--- config.mk ---
export PLATFORM = sky130hd
export DESIGN_NAME = hack_rom_loader
export DESIGN_NICKNAME = d
export VERILOG_FILES = /design/src/rtl/hack_pkg.sv /design/src/rtl/hack_reset_stretch.sv /design/src/rtl/hack_rom_loader.sv
export SDC_FILE = /design/constraint.sdc
export NUM_CORES = 1
export LEC_CHECK = 0
export BUFFER_PORTS_ARGS = -buffer_cell sky130_fd_sc_hd__buf_2
export CORE_MARGIN = 4
export CORE_UTILIZATION = 55
export CTS_CLUSTER_SIZE = 20
export DETAILED_ROUTE_END_ITERATION = 8
export GPL_TIMING_DRIVEN = 0
export PLACE_DENSITY = 0.9
export SLEW_MARGIN = 15
export SYNTH_ARGS = -nofsm -noshare
export SYNTH_HDL_FRONTEND = slang
export SYNTH_SLANG_ARGS = --single-unit
--- constraint.sdc ---
create_clock -name clk_sys -period 2.8 [get_ports clk_sys]
set_input_delay 0.14 -clock clk_sys [delete_from_list [all_inputs] [get_ports clk_sys]]
set_output_delay 0.14 -clock clk_sys [all_outputs]
set_load 0.01 [all_outputs]
--- src/rtl/hack_pkg.sv ---
// hack_pkg: shared ROM geometry, loader state encoding and byte-swap helper
package hack_pkg;
  localparam int          ROM_AW    = 15;
  localparam int          WORD_W    = 16;
  localparam int unsigned ROM_WORDS = 32768;
  typedef enum logic [1:0] {HOLD, RUN, LOAD, FILL} loader_state_t;
  function automatic logic [WORD_W-1:0] swap16(input logic [WORD_W-1:0] w);
    return {w[7:0], w[15:8]};
  endfunction
endpackage

--- src/rtl/hack_reset_stretch.sv ---
// hack_reset_stretch: reloadable down-counter that keeps cpu_reset high for HOLD_CYCLES counted cycles
module hack_reset_stretch
  import hack_pkg::*;
#(
  parameter int HOLD_CYCLES = 16
) (
  input  logic i_clk,
  input  logic i_rst,
  input  logic i_load,
  input  logic i_dec,
  output logic o_expire,
  output logic o_cpu_reset
);
  logic [WORD_W-1:0] r_cnt;
  logic              r_cpu_reset;
  assign o_expire    = i_dec && r_cnt <= 16'd1;
  assign o_cpu_reset = r_cpu_reset;
  // reload while ROM is being rewritten, count down while holding, release on the last count
  always_ff @(posedge i_clk or posedge i_rst)
    if (i_rst) begin
      r_cnt       <= 16'(HOLD_CYCLES);
      r_cpu_reset <= 1'b1;
    end else if (i_load) begin
      r_cnt       <= 16'(HOLD_CYCLES);
      r_cpu_reset <= 1'b1;
    end else if (i_dec && r_cnt != 16'd0) begin
      r_cnt       <= r_cnt - 16'd1;
      r_cpu_reset <= r_cnt > 16'd1;
    end
endmodule

--- src/rtl/hack_rom_loader.sv ---
// hack_rom_loader: owns the ROM32K write port, loads HPS .BIN images, zero-fills the tail and sequences cpu_reset
module hack_rom_loader
  import hack_pkg::*;
#(
  parameter bit SWAP_BYTES  = 1'b1,
  parameter bit FILL_EN     = 1'b1,
  parameter int HOLD_CYCLES = 16
) (
  input  logic              clk_sys,
  input  logic              reset,
  input  logic              ioctl_download,
  input  logic              ioctl_wr,
  input  logic [24:0]       ioctl_addr,
  input  logic [WORD_W-1:0] ioctl_dout,
  output logic              ioctl_wait,
  output logic              rom_we,
  output logic [ROM_AW-1:0] rom_addr,
  output logic [WORD_W-1:0] rom_din,
  output logic              cpu_reset,
  output logic              load_active,
  output logic [WORD_W-1:0] word_count,
  output logic              load_overflow
);
  loader_state_t     r_state, w_next;
  logic              r_rom_we, r_ioctl_wait, r_load_active, r_load_overflow;
  logic [ROM_AW-1:0] r_rom_addr, r_fill_ptr;
  logic [WORD_W-1:0] r_rom_din, r_word_count;
  logic              w_in_range, w_wr_ok, w_entry, w_busy_next, w_expire, w_fill_last, w_unused;
  logic [WORD_W-1:0] w_wr_count, w_wc_next;

  assign w_in_range  = ioctl_addr[24:16] == 9'd0;
  assign w_wr_ok     = r_state == LOAD && ioctl_wr && w_in_range;
  assign w_wr_count  = {1'b0, ioctl_addr[15:1]} + 16'd1;
  assign w_wc_next   = w_wr_ok && w_wr_count > r_word_count ? w_wr_count : r_word_count;
  assign w_fill_last = &r_fill_ptr;
  assign w_busy_next = w_next == LOAD || w_next == FILL;
  assign w_entry     = w_next == LOAD && r_state != LOAD;
  assign w_unused    = ioctl_addr[0];

  assign ioctl_wait    = r_ioctl_wait;
  assign rom_we        = r_rom_we;
  assign rom_addr      = r_rom_addr;
  assign rom_din       = r_rom_din;
  assign load_active   = r_load_active;
  assign word_count    = r_word_count;
  assign load_overflow = r_load_overflow;

  hack_reset_stretch #(.HOLD_CYCLES(HOLD_CYCLES)) u_stretch (
    .i_clk       (clk_sys),
    .i_rst       (reset),
    .i_load      (w_busy_next),
    .i_dec       (r_state == HOLD),
    .o_expire    (w_expire),
    .o_cpu_reset (cpu_reset)
  );

  // state register
  always_ff @(posedge clk_sys or posedge reset)
    if (reset) r_state <= HOLD;
    else r_state <= w_next;

  // next state: a download always wins, fill runs to the last word before honouring it
  always_comb begin
    w_next = r_state;
    unique case (r_state)
      HOLD:    w_next = ioctl_download ? LOAD : w_expire ? RUN : HOLD;
      RUN:     w_next = ioctl_download ? LOAD : RUN;
      LOAD:    w_next = ioctl_download ? LOAD : (FILL_EN && w_wc_next < 16'(ROM_WORDS)) ? FILL : HOLD;
      FILL:    w_next = !w_fill_last ? FILL : ioctl_download ? LOAD : HOLD;
      default: w_next = HOLD;
    endcase
  end

  // ROM write port: host words one cycle after the strobe in LOAD, zeros from the fill pointer in FILL
  always_ff @(posedge clk_sys or posedge reset)
    if (reset) begin
      r_rom_we   <= 1'b0;
      r_rom_addr <= '0;
      r_rom_din  <= '0;
    end else begin
      r_rom_we <= w_wr_ok || r_state == FILL;
      if (w_wr_ok) begin
        r_rom_addr <= ioctl_addr[15:1];
        r_rom_din  <= SWAP_BYTES ? swap16(ioctl_dout) : ioctl_dout;
      end else if (r_state == FILL) begin
        r_rom_addr <= r_fill_ptr;
        r_rom_din  <= '0;
      end
    end

  // status: word count, sticky overflow, fill pointer and stall request
  always_ff @(posedge clk_sys or posedge reset)
    if (reset) begin
      r_ioctl_wait    <= 1'b0;
      r_load_active   <= 1'b0;
      r_word_count    <= '0;
      r_load_overflow <= 1'b0;
      r_fill_ptr      <= '0;
    end else begin
      r_ioctl_wait    <= w_next == FILL && ioctl_download;
      r_load_active   <= w_busy_next;
      r_word_count    <= w_entry ? '0 : w_wc_next;
      r_load_overflow <= w_entry ? 1'b0 : r_load_overflow | (r_state == LOAD && ioctl_wr && !w_in_range);
      r_fill_ptr      <= r_state == FILL ? r_fill_ptr + 15'd1 : w_wc_next[ROM_AW-1:0];
    end
endmodule

### Word-level counts from Yosys, hierarchy flattened

Cells that the tools add are included.
Widths: inputs -> output; s select.

| storage, ports and cells | value |
|---|---|
| input bits | 45 |
| register bits after elaboration | 85 |
| output and inout port bits | 52 |
| word-level logic and storage cells | 62 |

| cells by class | value |
|---|---|
| order comparisons | 4 |
| bitwise logic cells | 1 |
| multiplexer cells | 20 |
| reduce and logical (&&, ||, !) cells | 17 |
| eq/ne operators | 6 |
| add/subtract/negate cells | 3 |

Operators with widths:

| cell | count |
|---|---|
| $mux 16 | 6 |
| $mux 15 | 3 |
| $add 15x1->16 const B | 1 |
| $gt 16x1->1 const B | 1 |
| $gt 16x16->1 | 1 |
| $le 16x1->1 const B | 1 |
| $lt 16x16->1 const B | 1 |
| $reduce_bool 16->1 | 1 |
| $sub 16x1->16 const B | 1 |
| $add 15x1->15 const B | 1 |
| $reduce_and 15->1 | 1 |
| $mux 2 | 6 |
| $logic_not 9->1 | 1 |
| $eq 2x2->1 const B | 4 |
| $logic_and 1x1->1 | 8 |
| $pmux 2 s4 | 1 |
| $mux 1 | 4 |
| $reduce_bool 2->1 | 2 |
| $eq 2x1->1 const B | 1 |
| $logic_not 2->1 | 1 |
| $logic_or 1x1->1 | 2 |
| $ne 2x2->1 const B | 1 |
| $logic_not 1->1 | 1 |
| $or 1x1->1 | 1 |

### Depth between registers and ports, before layout

Gate-level depths: netlist of run 1.

| depth | value |
|---|---|
| depth in word-level cells | 12 |
| mapped depth | 14 |
| mapped depth without buffers | 11 |

### Hierarchy

A second synthesis of run 1 with hierarchy kept.

| unflattened totals | value |
|---|---|
| cells, all modules | 508 |
| area, all modules | 4673.2 µm² |

By module, submodules not included:

| module | instances | sequential area each (µm²) | area an instance (µm²) | cells an instance |
|---|---|---|---|---|
| hack_rom_loader | 1 | 1701.6 | 3633.5 | 395 |
| hack_reset_stretch | 1 | 427.9 | 1039.7 | 113 |

### Least setup slack after synthesis of run 1

Ideal clock, no wire load.

| path | value |
|---|---|
| path type | input -> register |
| from | in ioctl_addr[3] |
| to | reg u_stretch.r_cnt[0] |
| data arrival time | 2.822 ns |
| slack | -0.144 ns |
| stages on the path | 14 |
| setup time | 0.121 ns |
| cell sequence | and3_1 -> and4_1 -> clkbuf_1 -> nand3_1 -> xnor2_1 -> ha_1 -> nand4_1 -> or4_1 -> o21ai_1 -> a31oi_1 -> buf_4 -> mux2i_2 -> buf_2 -> nor2_1 |

| between the ends | value |
|---|---|
| word-level cells in the longest chain between the ends | 11 |
| elaborated cells between the ends (all ways) | 13 |
| classes of those cells | add/sub: 1; order compare: 2; eq/ne: 2; mux: 5; reduce/logical: 3 |

RTL lines:

| element | RTL line | RTL |
|---|---|---|
| start, declared | hack_rom_loader.sv:13 | `input logic [24:0] ioctl_addr,` |
| $add 15x1->16 * | hack_rom_loader.sv:33 | `assign w_wr_count = {1'b0, ioctl_addr[15:1]} + 16'd1;` |
| $gt 16x16->1 | hack_rom_loader.sv:34 | `assign w_wc_next = w_wr_ok && w_wr_count > r_word_count ? w_wr_count : r_word_count;` |
| $logic_and 1x1->1 | hack_rom_loader.sv:34 |  |
| $mux 16 * | hack_rom_loader.sv:34 |  |
| $lt 16x16->1 * | hack_rom_loader.sv:68 | `LOAD: w_next = ioctl_download ? LOAD : (FILL_EN && w_wc_next < 16'(ROM_WORDS)) ? FILL : HOLD;` |
| $mux 2 * (2 in a row) | hack_rom_loader.sv:68 |  |
| $pmux 2 s4 * | hack_rom_loader.sv:65 | `unique case (r_state)` |
| $eq 2x2->1 | hack_rom_loader.sv:36 | `assign w_busy_next = w_next == LOAD \|\| w_next == FILL;` |
| $logic_or 1x1->1 * | hack_rom_loader.sv:36 |  |
| named net u_stretch.i_load | hack_reset_stretch.sv:9 | `input logic i_load,` |
| $mux 16 / $reduce_bool 2->1 (equally long branches) | - |  |
| end signal, assigned | hack_reset_stretch.sv:21 | `r_cnt <= 16'(HOLD_CYCLES);` |
| end signal, assigned | hack_reset_stretch.sv:24 | `r_cnt <= 16'(HOLD_CYCLES);` |
| end signal, assigned | hack_reset_stretch.sv:27 | `r_cnt <= r_cnt - 16'd1;` |
| end, declared | hack_reset_stretch.sv:14 | `logic [WORD_W-1:0] r_cnt;` |

The timed path passes the listed nets; every way through them passes the cells marked *.
A chain may end at the register's enable or synchronous reset.

### Final worst setup path of run 1

| path | value |
|---|---|
| from | in ioctl_addr[2] |
| to | reg r_state[0] |

| between the ends | value |
|---|---|
| word-level cells in the longest chain between the ends | 8 |

RTL lines:

| element | RTL line | RTL |
|---|---|---|
| $add 15x1->16 * | hack_rom_loader.sv:33 |  |
| $gt 16x16->1 | hack_rom_loader.sv:34 |  |
| $logic_and 1x1->1 | hack_rom_loader.sv:34 |  |
| $mux 16 * | hack_rom_loader.sv:34 |  |
| $lt 16x16->1 * | hack_rom_loader.sv:68 |  |
| $mux 2 * (2 in a row) | hack_rom_loader.sv:68 |  |
| $pmux 2 s4 * | hack_rom_loader.sv:65 |  |
| named net w_next[0] | hack_rom_loader.sv:24 | `loader_state_t r_state, w_next;` |
| end signal, assigned | hack_rom_loader.sv:60 | `else r_state <= w_next;` |
| end, declared | hack_rom_loader.sv:24 |  |

Marks and branches as above.

==> flow_metrics.tcl, run 1 <==
set metrics [dict create \
    dp_hpwl_um 8545 \
    critPathKind "input pin to flip-flop" \
    relSlewSlack 0.5835 \
    max_freq_mhz 352.4 \
    clkSinkCount 85 \
    power_w 0.002928 \
    clk_latency_ps 370 \
    r2r_cells 9 \
    grt_max_degree 61 \
    drt-initial-drc-count 410 \
    die_area_um2 9694 \
    crit_slowest_cell "or4_4" \
    synth_cell_type_count 47 \
    mostFrequentLayoutCells "buf_2, nand2_1, dfrtp_1" \
    place.port_buffers 95 \
    cp_slowest_stage_delay_ps 580 \
    synth-edff-count 0 \
    drcViolationCount 0 \
    synth_warnings 0 \
    htreeDepth 3 \
    fin_crit_sh 1.013 \
    ys_seq_area_frac 0.4732 \
    synth_nets 547 \
    regToRegEndpoint "r_state[0]" \
    core_area_um2 7848 \
    clockBufferDepth 2 \
    leakage_nw 2.708 \
    hold_class "input pin to flip-flop" \
    vias_per_cell 5.901 \
    wl_um 13190 \
    required_ps 3060 \
    die_x_um 98.46 \
    maxCapViolations 0 \
    violations "negative setup slack" \
    synthFlopType "dfrtp_1" \
    min_to "rom_din[0]" \
    period_minus_slack_ps 2837 \
    synthDominantCellAreaShare 0.4615 \
    antenna_left 0 \
    whs_ps 10.19 \
    whs_path_depth 3 \
    finClkSkew_ps 6.131 \
    place.gp.congestion 0.8942 \
    grt.total_usage 0.2579 \
    drt-pass1-iter-count 6 \
    arrival_ps 3100 \
    rows 32 \
    path_max_fanout 8 \
    critPathLaunchType "input pin" \
    worstPathCellList "clkbuf_4 -> ha_4 -> and3_1 -> buf_4 -> nand2_1 -> xnor2_1 -> ha_1 -> nand4_1 -> or4_4 -> o21ai_2 -> a31oi_1 -> buf_6 -> mux2_4 -> a211o_1" \
    rrSetupSlack_ps 80 \
    syn_area_per_cell_um2 9.337 \
    grt-ovfl-total 0 \
    cp-end-kind "flip-flop" \
    min_from "ioctl_dout[8]" \
    r2r-start "word_count[15]" \
    nNetsFinal 683 \
    rsz0062_at_grt "true" \
    setup_viol 1 \
    start_util 0.5735 \
    wire_per_inst_um 18.19 \
    synthTopCellsByArea "dfrtp_1, nand2_1, ha_1" \
    hold_violations 0 \
    drv_slew 0 \
    drive_gt1_frac 0.2488 \
    synthesis.area_um2 4501 \
    via_count 4278 \
    syn2layout_area_growth_pct 27.72 \
    cts_buffers 9 \
    status "finished, violations left" \
    synth_cells 482 \
    die-height_um 98.46 \
    fin_ws_ps -37.41 \
    worst_slew_pin_slew_ps 624.7 \
    antenna_found_initial 0 \
    cts_tree "built" \
    ys_seq_elements 85 \
    final_common_cell "buf_2" \
    cts-root-buf "clkbuf_8" \
    vdd_drop_max_mv 0.4263 \
    io_pins 97 \
    power_density_nw_per_um2 509.3 \
    yosysTopAreaCell "dfrtp_1" \
    grt_pass1_vias 4267 \
    clk_pin_slew_ps 90 \
    async_flop_share 1.000 \
    antenna_cells 0 \
    grt_first_pass_wirelength_um 20290 \
]
-- flip-flops by register name (all words and copies together) (netlist names) --
name,cells
ioctl_wait,1
r_state,2
rom_we,1
rom_din,16
u_stretch.r_cnt,16
r_fill_ptr,15
u_stretch.o_cpu_reset,1
rom_addr,15
load_active,1
load_overflow,1
word_count,16
-- cell type report --
type | count | area [µm²]
well taps | 102 | 127.6
clock inverters | 7 | 56.30
clock buffers | 9 | 123.9
fillers | 577 | 2100
repair buffers | 125 | 805.8
flip-flops and latches | 85 | 2130
plain buffers | 20 | 115.1
multi-input cells | 354 | 2301
inverters | 23 | 88.84
-- cell families after synthesis --
| kind of cell | after synthesis | share of synthesized area |
|---|---|---|
| simple gates | 205 | 0.2146 |
| flops | 85 | 0.4732 |
| compound gates | 69 | 0.09453 |
| buf+inv | 43 | 0.03864 |
| xor+xnor | 40 | 0.07784 |
| mux | 20 | 0.04559 |
| fa+ha+maj | 20 | 0.05560 |
-- cell usage after synthesis (all sizes together), types with 7 or more instances --
cell / instances
o21ai: 30
a21oi: 10
nand4: 12
xor2: 15
xnor2: 25
nand2: 83
mux2i: 19
nor3: 15
dfrtp: 83
clkbuf: 16
ha: 20
and3: 7
nor2: 46
inv: 23
a22oi: 14
nand3: 13
-- per-stage QoR --
stage               setup WS [ps]  cells    util  area (µm²)  setup TNS (ps)
finish                     -37.41    725  0.7325        5748          -37.41
global route               -133.9    725  0.7325        5748           -1507
floorplan                   33.85    482       -        4539               0
global placement           -459.3    679  0.6553        5142          -47160
detailed placement         -525.6    680  0.6591        5172          -15430
CTS                         13.36    714  0.7050        5533               0
-- power breakdown --
group | total (W) | switching (W) | internal [W]
combinational | 0.000692 | 0.000430 | 0.000262
sequential | 0.00141 | 0.0000825 | 0.00133
clock | 0.000826 | 0.000493 | 0.000333
-- worst max path at each step --
stage          slack (ps)  cells past startpoint           from                  end
5_1_grt              -130                     14  ioctl_addr[2]           r_state[0]
3_3_place_gp         -460                     15  ioctl_addr[1]  u_stretch.r_cnt[10]
4_1_cts                10                     14  ioctl_addr[3]           r_state[0]
3_5_place_dp         -530                     14  ioctl_addr[3]   u_stretch.r_cnt[2]
6_report              -40                     14  ioctl_addr[2]           r_state[0]
2_1_floorplan          30                     13  ioctl_addr[3]           r_state[0]
-- timing repair --
item                                    CTS  global route
gates resized for setup                   3            41
hold endpoints to repair                 37             1
endpoints found under the setup margin   12            45
hold buffers                             15             1
setup buffers                             3            10
pin swaps                                 0            11
-- layer usage --
metal | share of wire | vias up | wire, µm | global-route usage
li1 | - | 1929 | - | -
met1 | 0.38 | 2074 | 5004 | 0.3098
met2 | 0.51 | 235 | 6768 | 0.4472
met3 | 0.082 | 40 | 1083 | 0.07148
met4 | 0.025 | 0 | 330 | 0.08718
met5 | 0 | - | 0 | 0
-- worst max-delay path: cells and delay by family --
kind / cells / cell delay, ps
AND/OR/NAND/NOR: 4 / 1040
adder cells (fa/ha/maj): 2 / 460
buffers and inverters: 3 / 490
multiplexers: 1 / 310
XOR/XNOR: 1 / 150
AO/OA/AOI/OAI: 3 / 490
Power figures use the tool's default switching activity.
==> run 2, diff against run 1 <==
--- a/config.mk
+++ b/config.mk
@@ -10,9 +10,9 @@
 export CORE_UTILIZATION = 55
 export CTS_CLUSTER_SIZE = 20
 export DETAILED_ROUTE_END_ITERATION = 8
-export GPL_TIMING_DRIVEN = 0
 export PLACE_DENSITY = 0.9
 export SLEW_MARGIN = 15
 export SYNTH_ARGS = -nofsm -noshare
 export SYNTH_HDL_FRONTEND = slang
+export SYNTH_HIERARCHICAL = 1
 export SYNTH_SLANG_ARGS = --single-unit
==> run 2 against run 1 <==
Compared with the run above: the run still ends with negative setup slack left; combinational power up 56%; clock power up 21%; sequential power about the same; synthesized cell count up 5.4%; core utilization up 4.5 points; first-iteration DRC count down 34%; wire length up 15%; sequential share of layout area down 3.9 points.
==> flow_metrics.tcl, run 2 <==
set metrics [dict create \
    syn2layout_area_growth_pct 37.43 \
    status "finished, violations left" \
    die_area_um2 10040 \
    drive_gt1_frac 0.3422 \
    die_x_um 100.2 \
    violations "negative setup slack" \
    clockBufferDepth 2 \
    nFillCells 510 \
    dp_hpwl_um 9597 \
    die-height_um 100.2 \
    synth_warnings 6 \
    finClkSkew_ps 10.92 \
    antenna_cells 0 \
    power_w 0.003479 \
    htreeDepth 3 \
    crit_start "ioctl_addr[3]" \
    wl_met1_um 5563 \
    required_ps 3060 \
    critPathLaunchType "input pin" \
    pre_cts_ws_ps -480.8 \
    antenna_left 0 \
    max_freq_mhz 327.6 \
    place.gp.congestion 0.9309 \
    min_from "ioctl_dout[5]" \
    cp-end-kind "flip-flop" \
    synth_cell_type_count 52 \
    arrival_ps 3310 \
    yosys.area_share.adder 0.05355 \
    fin_crit_sh 1.090 \
    synth_top_family_by_area "simple AND/OR/NAND/NOR gates" \
    top_layer "met4" \
    grt.total_usage 0.2827 \
    synth_nets 573 \
    drv_slew 0 \
    start_util 0.5659 \
    whs_ps 13.43 \
    cts-root-buf "clkbuf_8" \
    clk_pin_slew_ps 90 \
    dr_wl_met3_um 1224 \
    synthTopCellsByCount "nand2_1, dfrtp_1, nor2_1, nand3_1, inv_1" \
    final_util 0.7777 \
    path_max_fanout 6 \
    synthDominantCellAreaShare 0.4444 \
    wire_per_inst_um 19.52 \
    synthFlopType "dfrtp_1" \
    muxShareOfSynthArea 0.05114 \
    power_density_nw_per_um2 541.8 \
    rsz0062_at_grt "true" \
    grt_pass1_vias 4682 \
    clk_latency_ps 370 \
    r2r-start "word_count[14]" \
    core_area_um2 8258 \
    io_pins 97 \
    drt-pass1-iter-count 5 \
    synth_cells 508 \
    period_minus_slack_ps 3053 \
    drt-initial-drc-count 271 \
    worst_slew_pin_slew_ps 1019 \
    hold_class "input pin to flip-flop" \
    hold_violations 0 \
    antenna_found_initial 0 \
    ys_seq_elements 85 \
    vias_per_cell 6.100 \
    synth_compound_area_frac 0.1012 \
    rows 33 \
    relSlewSlack 0.3179 \
    grt_first_pass_wirelength_um 22500 \
    synthesis.area_um2 4673 \
    via_count 4758 \
    leakage_nw 3.091 \
    grt_max_degree 40 \
    synth_xor_area_frac 0.04873 \
    yosys.area_share.simple 0.2471 \
    nNetsFinal 735 \
    yosysMostFrequentCell "nand2_1" \
    async_flop_share 1.000 \
    synthTopCellsByArea "dfrtp_1, nand2_1, ha_1" \
    critPathKind "input pin to flip-flop" \
    syn_area_per_cell_um2 9.199 \
    place.port_buffers 95 \
    wl_um 15230 \
    cts_tree "built" \
    ys_seq_area_frac 0.4557 \
    synth-edff-count 0 \
    cts_buffers 9 \
    fin_ws_ps -252.9 \
    clkSinkCount 85 \
    grt-ovfl-total 0 \
    maxCapViolations 0 \
    final_common_cell "nand2_1" \
    wl_met2_um 7619 \
    setup_viol 25 \
    yosysTopAreaCell "dfrtp_1" \
    drcViolationCount 0 \
    mostFrequentLayoutCells "nand2_1, buf_2, dfrtp_1" \
    vdd_drop_max_mv 0.4050 \
]
run 2: repair_timing:
action                                 in CTS  in global routing
setup buffers                               4                  6
setup endpoints to repair                  17                 47
resized for setup                          18                 41
hold buffers                               16                  0
pin swaps                                  16                 11
gates cloned                                0                  1
endpoints found under the hold margin      67                  0
run 2: area by class of cell:
type | count | area (µm²) | share of cell area
Tap cell | 105 | 131.4 | 0.02046
Inverter | 26 | 100.1 | 0.01559
Sequential cell | 85 | 2130 | 0.3316
Clock inverter | 5 | 82.58 | 0.01286
Clock buffer | 11 | 141.4 | 0.02201
Multi-Input combinational cell | 377 | 2660 | 0.4142
Timing Repair Buffer | 171 | 1177 | 0.1833
run 2: final timing paths:
kind / end / slack [ps] / depth (start not counted)
setup / recovery: u_stretch/r_cnt[11] / -250 / 15
hold / removal: rom_din[13] / 10 / 3
setup reg to reg: u_stretch/r_cnt[11] / -170 / 11
hold reg to reg: rom_addr[9] / 480 / 2
max in group asynchronous: r_fill_ptr[13] / 1530 / 4
min in group asynchronous: u_stretch/r_cnt[10] / 440 / 3
run 2: kinds of logic after synthesis:
kind of cell / count (synthesis)
and+or+nand+nor: 233
muxes: 23
adders and majority gates: 20
xor gates and xnor gates: 26
buffers and inverters: 46
AOI/OAI and AO/OA: 75
DFF: 85
run 2: stage by stage:
stage | cells | cell area, µm² | setup TNS, ps
floorplan | 508 | 4762 | -2862
global placement | 739 | 5649 | -7211
detailed placement | 739 | 5649 | -11960
CTS | 775 | 6160 | -378.3
global route | 780 | 6422 | -9642
finish | 780 | 6422 | -3353
run 2: routing by layer:
metal | vias up | global-route usage
met2 | 286 | 0.5010
met3 | 88 | 0.06741
li1 | 2089 | -
met5 | - | 0
met4 | 0 | 0.1140
met1 | 2295 | 0.3276
run 2: worst max-delay path: stages:
cell     delay [ps]
buf_2           150
nand4_1         180
nor2_2          240
nand2_1         100
xnor2_1         170
ha_1            330
nand4_1         170
or3_1           370
a21o_1          200
a31oi_4         180
mux2i_2         270
a311o_1         300
buf_6           170
nor2_1           50
mux2_4          270
run 2: power breakdown:
group | switching, W | internal (W) | leakage, nW
clock network | 0.000467 | 0.000531 | 0.114
logic | 0.000676 | 0.000401 | 1.82
registers | 0.0000829 | 0.00132 | 1.16
